File: config.mk
export PLATFORM = sky130hd
export DESIGN_NAME = uart_tx_sched_flat
export DESIGN_NICKNAME = d
export VERILOG_FILES = /design/src/rtl/uart_tx_sched_if.sv /design/src/rtl/uart_tx_sched.sv /design/src/flat_wrapper.sv
export SDC_FILE = /design/constraint.sdc
export NUM_CORES = 1
export LEC_CHECK = 0
export ABC_CLOCK_PERIOD_IN_PS = 2990
export BUFFER_PORTS_ARGS = -buffer_cell sky130_fd_sc_hd__buf_2
export CORE_ASPECT_RATIO = 0.5
export CORE_MARGIN = 10
export CORE_UTILIZATION = 45
export DETAILED_ROUTE_END_ITERATION = 7
export PLACE_DENSITY = 0.64
export RECOVER_POWER = 100
export SLEW_MARGIN = 20
export SYNTH_ARGS = -nofsm -noshare
export SYNTH_HDL_FRONTEND = slang
export SYNTH_SLANG_ARGS = --single-unit
File: constraint.sdc
create_clock -name clk -period 2.99 [get_ports clk]
set_clock_uncertainty 0.2 [all_clocks]
set_input_delay 0.1495 -clock clk [delete_from_list [all_inputs] [get_ports clk]]
set_output_delay 0.1495 -clock clk [all_outputs]
set_load 0.1 [all_outputs]
File: src/rtl/uart_tx_sched_if.sv
// Bundle between the requesters, the round-robin UART scheduler and the byte serializer.
// The scheduler connects through master; the requesters and serializer connect through slave.
interface uart_tx_sched_if;
  logic [3:0]  req_valid;
  logic [31:0] req_data;
  logic [3:0]  req_ready;
  logic [7:0]  tx_data;
  logic        tx_start;
  logic        tx_busy;
  logic [1:0]  grant_id;
  logic        sched_busy;
  logic        timeout_err;

  modport master (
    input  req_valid,
    input  req_data,
    input  tx_busy,
    output req_ready,
    output tx_data,
    output tx_start,
    output grant_id,
    output sched_busy,
    output timeout_err
  );

  modport slave (
    output req_valid,
    output req_data,
    output tx_busy,
    input  req_ready,
    input  tx_data,
    input  tx_start,
    input  grant_id,
    input  sched_busy,
    input  timeout_err
  );
endinterface

File: src/rtl/uart_tx_sched.sv
// Round-robin scheduler sharing one byte UART transmitter among four requesters,
// with start strobe, busy-ack timeout and a configurable inter-frame idle gap.
module uart_tx_sched #(
  parameter int unsigned GAP_CYCLES  = 5208,
  parameter int unsigned ACK_TIMEOUT = 16
) (
  input  logic            clk,
  input  logic            rst_n,
  uart_tx_sched_if.master bus
);

  typedef enum logic [2:0] {
    IDLE,
    START,
    WAIT_ACK,
    WAIT_DONE,
    GAP
  } state_t;

  localparam logic [31:0] GAP_LAST = 32'(GAP_CYCLES - 1);
  localparam logic [15:0] ACK_LAST = 16'(ACK_TIMEOUT - 1);
  localparam bit          NO_GAP   = (GAP_CYCLES == 0);

  state_t      state_q, state_d;
  logic [1:0]  last_q, last_d;
  logic [1:0]  grant_id_q, grant_id_d;
  logic [7:0]  tx_data_q, tx_data_d;
  logic [31:0] gap_cnt_q, gap_cnt_d;
  logic [15:0] ack_cnt_q, ack_cnt_d;
  logic        sched_busy_q, sched_busy_d;

  logic [3:0]  req_ready_c;
  logic        tx_start_c;
  logic        timeout_c;

  // Candidate gi is the requester (gi+1) places after the last grant.
  logic [1:0]  cand_idx [4];
  logic [3:0]  cand_hit;
  logic [1:0]  pick;
  logic        pick_vld;

  genvar gi;
  generate
    for (gi = 0; gi < 4; gi++) begin : g_cand
      assign cand_idx[gi] = last_q + 2'(gi + 1);
      assign cand_hit[gi] = bus.req_valid[cand_idx[gi]];
    end
  endgenerate

  always_comb begin
    pick     = 2'd0;
    pick_vld = 1'b0;
    for (int i = 3; i >= 0; i--) begin
      if (cand_hit[i]) begin
        pick     = cand_idx[i];
        pick_vld = 1'b1;
      end
    end
  end

  always_comb begin
    state_d     = state_q;
    last_d      = last_q;
    grant_id_d  = grant_id_q;
    tx_data_d   = tx_data_q;
    gap_cnt_d   = gap_cnt_q;
    ack_cnt_d   = ack_cnt_q;
    req_ready_c = 4'b0000;
    tx_start_c  = 1'b0;
    timeout_c   = 1'b0;

    case (state_q)
      IDLE: begin
        if (pick_vld) begin
          req_ready_c[pick] = 1'b1;
          tx_data_d         = bus.req_data[{pick, 3'b000} +: 8];
          grant_id_d        = pick;
          last_d            = pick;
          state_d           = START;
        end
      end
      START: begin
        tx_start_c = 1'b1;
        ack_cnt_d  = 16'd0;
        state_d    = WAIT_ACK;
      end
      WAIT_ACK: begin
        if (bus.tx_busy) begin
          state_d = WAIT_DONE;
        end else if (ack_cnt_q == ACK_LAST) begin
          // The byte is dropped; the gap still applies so the line settles.
          timeout_c = 1'b1;
          gap_cnt_d = 32'd0;
          state_d   = NO_GAP ? IDLE : GAP;
        end else begin
          ack_cnt_d = ack_cnt_q + 16'd1;
        end
      end
      WAIT_DONE: begin
        if (!bus.tx_busy) begin
          gap_cnt_d = 32'd0;
          state_d   = NO_GAP ? IDLE : GAP;
        end
      end
      GAP: begin
        if (gap_cnt_q == GAP_LAST) begin
          state_d = IDLE;
        end else begin
          gap_cnt_d = gap_cnt_q + 32'd1;
        end
      end
      default: state_d = IDLE;
    endcase

    sched_busy_d = (state_d != IDLE);
  end

  always_ff @(posedge clk or negedge rst_n) begin
    if (!rst_n) begin
      state_q      <= IDLE;
      last_q       <= 2'd3;
      grant_id_q   <= 2'd0;
      tx_data_q    <= 8'd0;
      gap_cnt_q    <= 32'd0;
      ack_cnt_q    <= 16'd0;
      sched_busy_q <= 1'b0;
    end else begin
      state_q      <= state_d;
      last_q       <= last_d;
      grant_id_q   <= grant_id_d;
      tx_data_q    <= tx_data_d;
      gap_cnt_q    <= gap_cnt_d;
      ack_cnt_q    <= ack_cnt_d;
      sched_busy_q <= sched_busy_d;
    end
  end

  // The state register already falls to IDLE during reset, but the grant path is
  // combinational from req_valid, so it is held off explicitly while rst_n is low.
  assign bus.req_ready   = rst_n ? req_ready_c : 4'b0000;
  assign bus.tx_start    = tx_start_c;
  assign bus.timeout_err = timeout_c;
  assign bus.tx_data     = tx_data_q;
  assign bus.grant_id    = grant_id_q;
  assign bus.sched_busy  = sched_busy_q;

endmodule

File: src/flat_wrapper.sv
// flat-port wrapper written by rule: the top's interface ports become plain ports
module uart_tx_sched_flat 
#(
  parameter int unsigned GAP_CYCLES  = 5208,
  parameter int unsigned ACK_TIMEOUT = 16
)
  (clk, rst_n, bus_req_valid, bus_req_data, bus_tx_busy, bus_req_ready, bus_tx_data, bus_tx_start, bus_grant_id, bus_sched_busy, bus_timeout_err);
  uart_tx_sched_if bus_i ();
  input  logic clk;
  input  logic rst_n;
  input wire logic [$bits(bus_i.req_valid)-1:0] bus_req_valid;
  input wire logic [$bits(bus_i.req_data)-1:0] bus_req_data;
  input wire logic [$bits(bus_i.tx_busy)-1:0] bus_tx_busy;
  output wire logic [$bits(bus_i.req_ready)-1:0] bus_req_ready;
  output wire logic [$bits(bus_i.tx_data)-1:0] bus_tx_data;
  output wire logic [$bits(bus_i.tx_start)-1:0] bus_tx_start;
  output wire logic [$bits(bus_i.grant_id)-1:0] bus_grant_id;
  output wire logic [$bits(bus_i.sched_busy)-1:0] bus_sched_busy;
  output wire logic [$bits(bus_i.timeout_err)-1:0] bus_timeout_err;
  assign bus_i.req_valid = bus_req_valid;
  assign bus_i.req_data = bus_req_data;
  assign bus_i.tx_busy = bus_tx_busy;
  assign bus_req_ready = bus_i.req_ready;
  assign bus_tx_data = bus_i.tx_data;
  assign bus_tx_start = bus_i.tx_start;
  assign bus_grant_id = bus_i.grant_id;
  assign bus_sched_busy = bus_i.sched_busy;
  assign bus_timeout_err = bus_i.timeout_err;
  uart_tx_sched #(.GAP_CYCLES(GAP_CYCLES), .ACK_TIMEOUT(ACK_TIMEOUT)) u_core (.clk(clk), .rst_n(rst_n), .bus(bus_i));
endmodule
==> summary.md <==
| Metric | Value |
|---|---|
| Status | `complete, but fails checks` |
| Failing checks | `max-capacitance violations, max-slew violations` |
| Synth area leader | `dfrtp_1` |
| Cells after synthesis | `383` |
| Register area share after synthesis | `~45%` |
| RR Startpoint | `u_core.last_q[1]` |
| Synth Warn # | `0` |
| Drt drc | `0` |
| CTS buffer count | `9` |
| First DRT Iteration DRCs | `between 300 and 400` |
| EDFF count, synth | `0` |
| CTS clk-pin slew, worst paths | `0.06 ns` |
| Critical-path cell list | `nand2_1, a21oi_1, o221a_2, mux2i_1, dlygate4sd3_1, o221ai_1, dlygate4sd3_1` |
| CP Data Required Time | `approximately 3.0 ns` |
| CP Data Arrival Time | `between 2 and 3 ns` |
| Pwr dens | `about 900 mW/mm2` |
| Worst R2R End | `u_core.bus.tx_data[7]` |
| Number of synthesized register bits | `64` |
| Slew Viols, Final | `slightly above 60` |
| Fmax | `between 300 and 400 MHz` |
| Post-synth top cells | `dfrtp_1 (62), nand2_1 (41), nor2_1 (37), a21oi_1 (18), mux2i_1 (17)` |
| Max-slew headroom | `-0.9075%` |
| Final hold viol count | `0` |
| Syn_nets | `between 400 and 500` |
| FFs w/ async S/R, synth | `100.0%` |
| Final antenna-violating net count | `0` |
| CTS H-tree lvls | `3` |
| Synth area leaders | `dfrtp_1 (43%), mux2i_1 (4.8%), nand2_1 (4.3%), xnor2_1 (3.9%), nor2_1 (3.9%)` |
| Drt wl/cell | `between 15 and 20 um` |
| Setup crit end | `u_core.bus.tx_data[7]` |
| Worst setup EP type | `flop` |
| Cell row count | `22` |
| RSZ-0062 raised after global routing | `no` |
| Routed via count | `around 3400` |
| Reg2Reg Setup Slack | `roughly 0.14 ns` |
| CTS resizes | `0` |
| Clock buffer depth | `2` |
| Hold path start | `bus_req_valid[0]` |
| Global route overflow | `0` |
| P_leak | `1.992 nW` |
| Routed wire length | `roughly 10 mm` |
| Slowest CP cell | `dfstp_2` |
| Post-synthesis cell type count | `just over 50` |
| Starting Density | `between 40% and 50%` |
| RePlAce Congestion | `0.8528` |
| Vias in the first global route | `3324` |
| Critical Path Max Stage Delay | `0.60 ns` |
| Clock Latency Late Sink | `0.34 ns` |
| Largest net degree at the start of global routing | `slightly above 60` |
| Clock tree sinks | `64` |
| Top delay family on crit path | `buffers and inverters` |
| IO buf count | `55` |
| Die Span Y | `just over 80 um` |
| Critical Path Source Type | `flop` |
| Layout cells sized above 1 | `~17%` |
| Number of cells on the worst reg-to-reg path | `7` |
| CP Max Fanout | `7` |
| Antenna violations before repair | `2` |
| Final core occ | `~60%` |
| Kind of critical path | `reg -> reg` |
| DP HPWL | `around 6.4 mm` |
| CTS root buffer | `clkbuf_16` |
| Overall Global Routing Usage | `between 15 and 20%` |
| Tmin final | `2.849 ns` |
| Placed inst area | `0.004030 mm2` |
| Top cell type's share of synthesized area | `between 40% and 50%` |
| Bufs and invs on worst path | `2` |
| I/O Pins | `56` |
| Final Setup Violations | `0` |
| First-pass GRT wire length | `between 15 and 20 mm` |
| Top cell by count, worst path | `dlygate4sd3_1` |
| Avg Cell Area, Syn | `approximately 9.3 um2` |
| Area of the mapped netlist | `roughly 0.0036 mm2` |
| Synth Flop Type | `dfrtp_1` |
| Die width | `~150 um` |
| Total iterations of the first detailed-routing run | `4` |
| Critical path depth | `7` |
| Peak VDD IR | `0.3826 mV` |
| Most frequent cell after synthesis | `dfrtp_1` |
| Final nets | `521` |
| Fin crit share | `a little over nine tenths` |
| Hold Crit Class | `in -> reg` |
| DIE AREA | `~0.012 mm2` |
| Crit path from | `u_core.last_q[1]` |
| Area grow syn2layout | `30.00%` |
| CTS tree | `built` |
| Slew @ Worst Pin | `roughly 1.5 ns` |
| Avg Vias per Cell | `a little under 6` |
| Core ar. | `between 0.007 and 0.008 mm2` |
| Fin area | `between 0.004 and 0.005 mm2` |
| Max-Cap Viols | `1` |
tightest hold or removal path, cell delays in order:
cell and delay [ns]:
buf_2 0.14, o41a_1 0.34, a21oi_1 0.11
logic make-up (layout without fill, tap and decap cells):
family / count (synthesis) / after routing / synth area share [%]
DFF: 64 / 64 / 44.94
xor gates and xnor gates: 24 / 24 / 5.888
AOI/OAI and AO/OA: 70 / 70 / 13.28
and+or+nand+nor: 181 / 181 / 27.41
adders and majority gates: 2 / 2 / 0.7009
buffers and inverters: 25 / 127 / 3.014
muxes: 17 / 17 / 4.767
other: 0 / 2 / 0
repair_timing:
item / in CTS / in global routing
hold buffers: 34 / 0
setup buffers: 0 / 0
endpoints found under the hold margin: 12 / 0
per-stage QoR:
step                      setup slack [ns]  hold slack [ns]  setup TNS, ns  power (mW)  cells
after floorplan                    -0.2343          -0.3461        -0.4687       2.555    383
after global placement              0.3308          -0.1853              0       2.914    543
after detailed placement            0.3040          -0.1838              0       2.953    543
after CTS                           0.1694          0.08405              0       4.197    593
after global routing             0.0006699           0.2695              0       4.391    595
final                               0.1411           0.2002              0       4.172    595
power breakdown:
part	total (mW)	leakage (nW)	switching, mW	internal, mW
registers	1.30	0.857	0.219	1.08
clock network	1.13	0.148	0.401	0.728
logic	1.74	0.988	1.28	0.466
total	4.17	1.99	1.90	2.28
cells in the final DEF (no fill, tap or decap), types with 8 or more instances in the layout:
cell type      synthesis  layout
xor2_1                 8       8
buf_4                  3       8
nand4_1               16      17
inv_1                  9       9
clkbuf_1              11      15
or4_1                 13      13
nor2_1                37      37
nor3_1                15      15
o221ai_1               8       8
clkbuf_2               0       8
a21oi_1               18      18
o21ai_0               13      15
nand2_1               41      41
clkbuf_16              0       9
o211ai_1              10      10
xnor2_1               16      16
nand3_1               15      15
dlygate4sd3_1          0      34
dfrtp_1               62      62
nor4_1                 9       9
buf_2                  2      37
mux2i_1               17      17
cell type report:
type                            instances  area [um2]
Fill cell                             622        2874
Antenna cell                            2       5.005
Timing Repair Buffer                  102       681.9
Sequential cell                        64        1604
Inverter                                9       33.78
Tap cell                              108       135.1
Clock inverter                          7       96.34
Multi-Input combinational cell        294        1859
Clock buffer                            9       225.2
flip-flops by register name, summed over array words and instances, names as in the netlist:
signal,flops
u_core.ack_cnt_q,16
u_core.bus.sched_busy,1
u_core.last_q,2
u_core.bus.grant_id,2
u_core.bus.tx_data,8
u_core.state_q,3
u_core.gap_cnt_q,32
worst min path at each step:
stage | endpoint | slack, ns | cells past startpoint
2_1_floorplan | u_core.ack_cnt_q[0] | -0.35 | 0
3_3_place_gp | u_core.bus.tx_data[1] | -0.19 | 1
3_5_place_dp | u_core.bus.tx_data[4] | -0.18 | 1
4_1_cts | u_core.state_q[0] | 0.08 | 4
5_1_grt | u_core.last_q[0] | 0.27 | 3
6_report | u_core.last_q[0] | 0.20 | 3
routing by layer:
metal  share of wire, %  wire length, um  vias to the layer above  GRT usage, %
li1                   -                -                     1636             -
met1                 43             4500                     1695         20.28
met2                 50             5194                       97         27.92
met3                5.0              519                       16         5.249
met4                1.6              167                        0         7.156
met5                  0                0                        -             0
(Power assumes the default switching activity.)
